--- src/rtl/riscv_noc_router_output_arbiter.sv ---
// Wormhole output-port arbiter: round-robin packet grant, then the whole packet is locked to one input.
// Optional macro RISCV_NOC_ROUTER_OUTPUT_REG_EN inserts a 2-entry output FIFO; default is a combinational output mux.
module riscv_noc_router_output_arbiter #(
    parameter int PLEN   = 64,
    parameter int INPUTS = 7
) (
    input  logic                     clk,
    input  logic                     rst,
    input  logic [INPUTS*PLEN-1:0]   in_flit,
    input  logic [INPUTS-1:0]        in_last,
    input  logic [INPUTS-1:0]        in_valid,
    output logic [INPUTS-1:0]        in_ready,
    output logic [PLEN-1:0]          out_flit,
    output logic                     out_last,
    output logic                     out_valid,
    input  logic                     out_ready
);

    localparam int          IW = (INPUTS > 1) ? $clog2(INPUTS) : 1;
    localparam int unsigned N  = INPUTS;

    typedef enum logic {IDLE, WORM} state_e;

    state_e        state_q;
    logic [IW-1:0] worm_q;
    logic [IW-1:0] last_q;

    logic [IW-1:0] winner;
    logic          any_valid;
    logic [IW-1:0] sel;
    logic          sel_valid;
    logic [PLEN-1:0] sel_flit;
    logic          sel_last;
    logic          accept;
    logic          xfer;

    // Round-robin scan starting just after the previous winner.
    always_comb begin
        winner    = '0;
        any_valid = 1'b0;
        for (int unsigned k = 1; k <= N; k++) begin
            int unsigned cand;
            cand = (32'(last_q) + k) % N;
            if (!any_valid && in_valid[cand]) begin
                any_valid = 1'b1;
                winner    = IW'(cand);
            end
        end
    end

    always_comb begin
        sel       = (state_q == WORM) ? worm_q : winner;
        sel_valid = (state_q == WORM) ? in_valid[sel] : any_valid;
        sel_flit  = in_flit[sel*PLEN +: PLEN];
        sel_last  = in_last[sel];
    end

    always_comb begin
        in_ready = '0;
        if (!rst && sel_valid) begin
            in_ready[sel] = accept;
        end
        xfer = !rst && sel_valid && accept;
    end

    // A tail in WORM only returns to IDLE; the next winner is picked a cycle later.
    always_ff @(posedge clk) begin
        if (rst) begin
            state_q <= IDLE;
            worm_q  <= '0;
            last_q  <= IW'(N - 1);
        end else begin
            case (state_q)
                IDLE: begin
                    if (xfer) begin
                        last_q <= winner;
                        if (!sel_last) begin
                            state_q <= WORM;
                            worm_q  <= winner;
                        end
                    end
                end
                WORM: begin
                    if (xfer && sel_last) begin
                        state_q <= IDLE;
                    end
                end
                default: state_q <= IDLE;
            endcase
        end
    end

`ifdef RISCV_NOC_ROUTER_OUTPUT_REG_EN
    logic [PLEN-1:0] fifo_flit_q [2];
    logic [1:0]      fifo_last_q;
    logic            wr_q;
    logic            rd_q;
    logic [1:0]      count_q;
    logic            pop;

    // Accept depends only on the registered count, so out_ready never reaches in_ready.
    always_comb begin
        accept    = (count_q != 2'd2);
        out_valid = (count_q != 2'd0);
        pop       = out_valid && out_ready;
        out_flit  = out_valid ? fifo_flit_q[rd_q] : '0;
        out_last  = out_valid && fifo_last_q[rd_q];
    end

    always_ff @(posedge clk) begin
        if (rst) begin
            fifo_flit_q[0] <= '0;
            fifo_flit_q[1] <= '0;
            fifo_last_q    <= '0;
            wr_q           <= 1'b0;
            rd_q           <= 1'b0;
            count_q        <= '0;
        end else begin
            if (xfer) begin
                fifo_flit_q[wr_q] <= sel_flit;
                fifo_last_q[wr_q] <= sel_last;
                wr_q              <= ~wr_q;
            end
            if (pop) begin
                rd_q <= ~rd_q;
            end
            case ({xfer, pop})
                2'b10:   count_q <= count_q + 2'd1;
                2'b01:   count_q <= count_q - 2'd1;
                default: count_q <= count_q;
            endcase
        end
    end
`else
    always_comb begin
        accept    = out_ready;
        out_valid = !rst && sel_valid;
        out_flit  = out_valid ? sel_flit : '0;
        out_last  = out_valid && sel_last;
    end
`endif

endmodule

--- config.mk ---
export PLATFORM = sky130hd
export DESIGN_NAME = riscv_noc_router_output_arbiter
export DESIGN_NICKNAME = d
export VERILOG_FILES = /design/src/rtl/riscv_noc_router_output_arbiter.sv
export SDC_FILE = /design/constraint.sdc
export NUM_CORES = 1
export LEC_CHECK = 0
export ABC_CLOCK_PERIOD_IN_PS = 8700
export CAP_MARGIN = 20
export CORE_AREA = 2 2 208 210
export CTS_CLUSTER_SIZE = 28
export DETAILED_ROUTE_END_ITERATION = 12
export DIE_AREA = 0 0 210 212
export PLACE_DENSITY_LB_ADDON = 0.1
export SLEW_MARGIN = 15
export SYNTH_ARGS = -nofsm -noshare
export SYNTH_HDL_FRONTEND = slang
export SYNTH_SLANG_ARGS = --single-unit
--- constraint.sdc ---
create_clock -name clk -period 8.7 [get_ports clk]
set_input_delay 1.74 -clock clk [delete_from_list [all_inputs] [get_ports clk]]
set_output_delay 1.74 -clock clk [all_outputs]
set_load 0.05 [all_outputs]
==> results of run 1 <==
-- cells in the mapped netlist (all sizes together) (6+ instances only) --
cell	instances
o21ai	60
o22ai	24
nor3	15
o311ai	6
a211oi	44
clkbuf	63
o221ai	7
dfxtp	7
nand3	135
a221oi	9
mux2i	21
nand2b	7
xnor2	13
nor4	15
or3	13
nand2	362
and3	37
inv	26
and2	15
ha	26
o211ai	10
buf	53
nor2	86
or2	6
a21oi	144
o21a	11
a31oi	8
-- kinds of logic after synthesis --
group / synth area share, %
fa+ha+maj: 4.40
mux: 4.83
xor+xnor: 1.76
buf+inv: 8.86
simple gates: 43.6
compound gates: 34.6
flops: 1.90
-- placed cells by master (no fill, tap or decap), drive strengths merged, types with 8 or more instances in the layout --
master,n
a211oi,44
a21oi,144
a221oi,9
a31oi,8
and2,15
and3,37
buf,130
clkdlybuf4s50,464
ha,26
inv,26
mux2i,21
nand2,362
nand3,135
nor2,86
nor3,15
nor4,15
o211ai,10
o21a,11
o21ai,60
o22ai,24
or3,13
xnor2,13
-- layer usage --
| metal | vias to the layer above | routed length (um) | global-route usage, % |
|---|---|---|---|
| met3 | 34 | 3330 | 4.24 |
| li1 | 5712 | - | - |
| met2 | 415 | 30500 | 46.6 |
| met1 | 5478 | 21100 | 26.7 |
| met5 | - | 13 | 0 |
| met4 | 2 | 812 | 4.28 |
-- worst register-to-register path, stage by stage, from the launching register on --
cell and delay, ns:
dfxtp_1 0.51, ha_1 0.41, xnor2_2 0.19, ha_1 0.22, ha_1 0.26, nand2b_1 0.19
xnor2_1 0.30, ha_1 0.32, inv_1 0.08, nor4_1 0.39, nor2_1 0.16, mux2_2 0.27
o211ai_1 0.20, a211o_1 0.43, nor2_1 0.27, o41a_2 0.48, buf_4 0.37, nand3_1 0.11
o21a_1 0.16, a21o_1 0.22, a32o_1 0.26
-- cell type report --
type / count / area share, %
Clock buffer: 4 / 0.554
Timing Repair Buffer: 594 / 46.2
Sequential cell: 7 / 0.984
Tap cell: 546 / 4.80
Inverter: 26 / 0.686
Antenna cell: 6 / 0.105
Multi-Input combinational cell: 1170 / 46.6
-- how the worst max path moves through the flow --
stage	endpoint	slack, ns	cells after the start
6_report	out_flit[40]	0.39	22
5_1_grt	out_flit[40]	0.01	23
3_3_place_gp	out_flit[51]	0.50	17
3_5_place_dp	out_flit[51]	0.42	17
4_1_cts	out_flit[51]	0.35	22
2_1_floorplan	out_flit[25]	0.11	23
-- through the flow --
step	std cells	worst slack (ns)	cell area, um2	hold slack, ns	utilization, %
global placement	2343	0.496	14100	0.593	33.2
detailed placement	2343	0.424	14100	0.599	33.2
floorplan	1319	0.110	7390	0.528	-
CTS	2347	0.354	14200	0.603	33.4
global route	2349	0.0129	14200	0.635	33.5
finish	2353	0.389	14200	0.604	33.5
==> metrics.cfg, run 1 <==
[floorplanning]
die_h_um = 212
die_w_um = 210
initial_core_util_pct = 17.4
ios = 538
fp-row-count = 76
die_area_mm2 = 0.0445
core_mm2 = 0.0425

[clock_tree]
cts_buffers = 3
ctsHoldBuffers = 0
clock-sinks = 7
clockRootBuffer = clkbuf_16
cts_resized = 0
cts_setup_buffers = 0
cts_buffer_depth = 2
cts_tree = yes
clock_latency_ns = 0.24
clkTransAtPathRegs_ns = 0.04
h-tree-depth = 1

[grt]
grt_overflow = 0
grt_pass1_wl_um = 78500
first_global_vias = 11400
grt_start_max_net_pins = 96
antenna_found_initial = 6
grtUsageTotal_pct = 23.7

[route]
drt-initial-drc-count = 656
drc = 0
drt-pass1-iter-count = 5
ant_nets = 0
routedWlPerCell_um = 23.7
viasPerCell = 4.95
wl_um = 55800
vias = 11600

[timing]
hold_violations = 0
fin_worst_skew_ns = 0.00214
setup-violations-final = 0
rsz0062_at_grt = false
worst_pin_slew_ns = 0.695
fmax_ghz = 0.120
drv_slew = 0
tns_ns = 0
finalCritPeriodShare_pct = 95.5
maxSlewHeadroom_pct = 53.4
fin_crit_ns = 8.31

[cells_and_area]
area_delta_synth_final_pct = 92.7
n_fill_cell = 4638
nets = 2293
drive_above_1_share_pct = 9.88
ff_latch_area_um2 = 140
multi_input_area_mm2 = 0.00664

[setup_path]
endpoint_kind = primary output
reg2reg_depth = 20
path_max_fanout = 51
crit-reg2reg-launch = last_q[0]
crit_type = reg2out
crit_start = last_q[0]
worst_path_largest_cell_delay_ns = 0.55
cpMaxStageDelayCell = a211oi_1
worst-path-buf-inv = 5
r2r_slack_ns = 2.78
worstPathRequired_ns = 6.96
cp_top_family = compound AO/OA/AOI/OAI gates
crit_top_cell = ha_1
cp-start-kind = register
cp.arrival_ns = 6.57
path_cells = inv_1 > ha_1 > xnor2_1 > inv_2 > ha_1 > ha_1 > or3b_2 > o311ai_1 > and2_1 > a211oi_1 > a211oi_2 > mux2i_1 > or3_4 > a221oi_4 > o31a_4 > buf_12 > nand2_1 > a21oi_1 > a21oi_1 > a211oi_1 > buf_4 > buf_12

[logic_synthesis]
synth_edf_count = 0
yosys.area.top_type = nand2_1
yosysWarnings = 0
synth.cell_area_mm2 = 0.00739
syn_avg_cell_area_um2 = 5.60
synth_fp_nets = 1810
ys_ff_latch = 7
syn-instance-count = 1319
synth_seq_area_share_pct = 1.90
async_reset_ff_share_pct = 0
synth_top_flop_cell = dfxtp_1
ys_types = 92
synth_top_area_share_pct = 18.3
synth_area_leaders = nand2_1 (18%), a21oi_1 (9.6%), nand3_1 (9.1%)

[hold_path]
hold_depth = 1
hold_end = worm_q[0]
hold_start = worm_q[0]
hp-class = reg2reg

[outcome]
outcome = finished clean

[place]
numPortBuffers = 537
dp_hpwl_um = 46800
finalWeightedCongestion = 0.923

[flow_run]
drv_cap = 0

Power of run 1 is not shown: default switching activity piles up to over one toggle a cycle in this logic, so the estimate is an artifact.
==> run 2, diff against run 1 <==
--- a/config.mk
+++ b/config.mk
@@ -7,10 +7,12 @@
 export LEC_CHECK = 0
 export ABC_CLOCK_PERIOD_IN_PS = 8700
 export CAP_MARGIN = 20
-export CORE_AREA = 2 2 208 210
+export CELL_PAD_IN_SITES_DETAIL_PLACEMENT = 1
+export CELL_PAD_IN_SITES_GLOBAL_PLACEMENT = 1
+export CORE_AREA = 2 2 210 212
 export CTS_CLUSTER_SIZE = 28
 export DETAILED_ROUTE_END_ITERATION = 12
-export DIE_AREA = 0 0 210 212
+export DIE_AREA = 0 0 212 214
 export PLACE_DENSITY_LB_ADDON = 0.1
 export SLEW_MARGIN = 15
 export SYNTH_ARGS = -nofsm -noshare
==> run 2 against run 1 <==
  * Register-to-register slack got worse by 0.07 ns
  * Maximum frequency decreased by 1.1%
  * Worst setup slack got worse by 0.090 ns
  * Clock-buffer cell count unchanged
  * First-iteration DRC count decreased by 2.6%
  * Clock skew increased by 0.0011 ns
  * Routed wire length increased by 7.2%
  * Cell area increased by 1.0%
  * Highest routed layer unchanged
  * Critical path type is now in2out
  * Die area increased by 1.9%
  * Hold slack improved by 0.013 ns
  * Final cell count increased by 2.5%
  * Global-route usage increased by 1.2 points
==> metrics.cfg, run 2 (synthesis results as in run 1) <==
[clock_tree]
cts_tree = yes
clockRootBuffer = clkbuf_16
ctsHoldBuffers = 0
clock_latency_ns = 0.23
clkTransAtPathRegs_ns = 0.04
cts_buffer_depth = 2
h-tree-depth = 1
clock-sinks = 7
cts_buffers = 3

[timing]
worst_pin_slew_ns = 0.753
fmax_ghz = 0.119
fin_worst_skew_ns = 0.00327
tns_ns = 0
maxSlewHeadroom_pct = 49.5
drv_slew = 0
finalCritPeriodShare_pct = 96.6
rsz0062_at_grt = false
fin_crit_ns = 8.40
setup_ws_ns = 0.299
hold_violations = 0
setup-violations-final = 0

[cells_and_area]
final_common_cell = clkdlybuf4s50_1
multi_input_area_mm2 = 0.00667
ff_latch_area_um2 = 141
drive_above_1_share_pct = 11.0
layout_common_cells = clkdlybuf4s50_1 (464), nand2_1 (360), a21oi_1 (140)
area_delta_synth_final_pct = 94.7
n_fill_cell = 5379
nets = 2308

[floorplanning]
die_w_um = 212
die_area_mm2 = 0.0454
ios = 538
die_h_um = 214
initial_core_util_pct = 17.2
fp-row-count = 76
core_mm2 = 0.0429

[hold_path]
hold_end = worm_q[0]
hp-class = reg2reg
hold_depth = 1
hold_start = worm_q[0]

[route]
wl_um = 59800
drt-pass1-iter-count = 5
vias = 11900
drc = 0
ant_nets = 0
viasPerCell = 4.95
routedWlPerCell_um = 24.8
drt-initial-drc-count = 639

[setup_path]
cp.arrival_ns = 6.66
worstPathRequired_ns = 6.96
crit_type = in2out
crit_start = in_valid[0]
cp-start-kind = input port
crit-reg2reg-launch = last_q[1]
r2r_slack_ns = 2.71
reg2reg_depth = 19
endpoint_kind = primary output
path_max_fanout = 19

[grt]
antenna_found_initial = 15
grtUsageTotal_pct = 24.9
grtUsageMet1_pct = 27.7
grtUsageMet3_pct = 5.32
grt_start_max_net_pins = 78
grt_overflow = 0
first_global_vias = 12400
grt_use_met2_pct = 48.3
gr-max-usage-layer = met2
grt_pass1_wl_um = 84400

[place]
finalWeightedCongestion = 0.927
dp_hpwl_um = 49700
numPortBuffers = 537
dpl_worst_slack_ns = 0.177

[outcome]
outcome = finished clean

[flow_run]
drv_cap = 0

-- run 2: final cells by class --
| type | instances | share of cell area [%] |
|---|---|---|
| Multi-Input combinational cell | 1171 | 46.4 |
| Tap cell | 585 | 5.09 |
| Inverter | 26 | 0.678 |
| Sequential cell | 7 | 0.983 |
| Antenna cell | 10 | 0.174 |
| Timing Repair Buffer | 608 | 46.2 |
| Clock buffer | 4 | 0.548 |
-- run 2: metrics by stage --
step | utilization [%] | area [um2] | instances | hold WS, ns
after global routing | 33.5 | 14400 | 2409 | 0.643
after CTS | 33.3 | 14300 | 2398 | 0.612
after floorplan | - | 7390 | 1319 | 0.528
after global placement | 33.1 | 14200 | 2392 | 0.589
after detailed placement | 33.1 | 14200 | 2392 | 0.606
final | 33.5 | 14400 | 2411 | 0.617
-- run 2: how the worst max path moves through the flow --
stage	end	slack, ns	cells after the start
3_3_place_gp	out_flit[7]	0.25	17
5_1_grt	out_flit[16]	0.03	22
3_5_place_dp	out_flit[7]	0.18	16
6_report	out_flit[2]	0.30	17
4_1_cts	out_flit[7]	0.05	21
2_1_floorplan	out_flit[25]	0.11	23
-- run 2: repair_timing --
item	CTS	global route
cloned	0	1
pin swaps	1	2
resized for setup	0	10
endpoints found under the setup margin	2	36
buffers inserted	2	2
-- run 2: routing by layer --
| layer | share of wire, % | wire length, um | up-vias |
|---|---|---|---|
| li1 | - | - | 5760 |
| met2 | 54 | 32100 | 363 |
| met5 | 0.095 | 57 | - |
| met3 | 6.2 | 3680 | 29 |
| met4 | 1.1 | 654 | 8 |
| met1 | 39 | 23400 | 5776 |
-- run 2: worst max-delay path: stages --
cell and delay (ns):
clkdlybuf4s50_1 0.76, inv_1 0.20, o311ai_0 0.40, a2111oi_0 0.13
a311oi_1 0.49, a21oi_2 0.18, a21boi_0 0.19, o31ai_1 0.35
o211a_2 0.43, or2_4 0.31, buf_4 0.29, buf_4 0.22
and3_1 0.15, o21ai_0 0.09, a21oi_1 0.37, buf_4 0.20
buf_12 0.13
Power of run 2 is left out for the same reason.
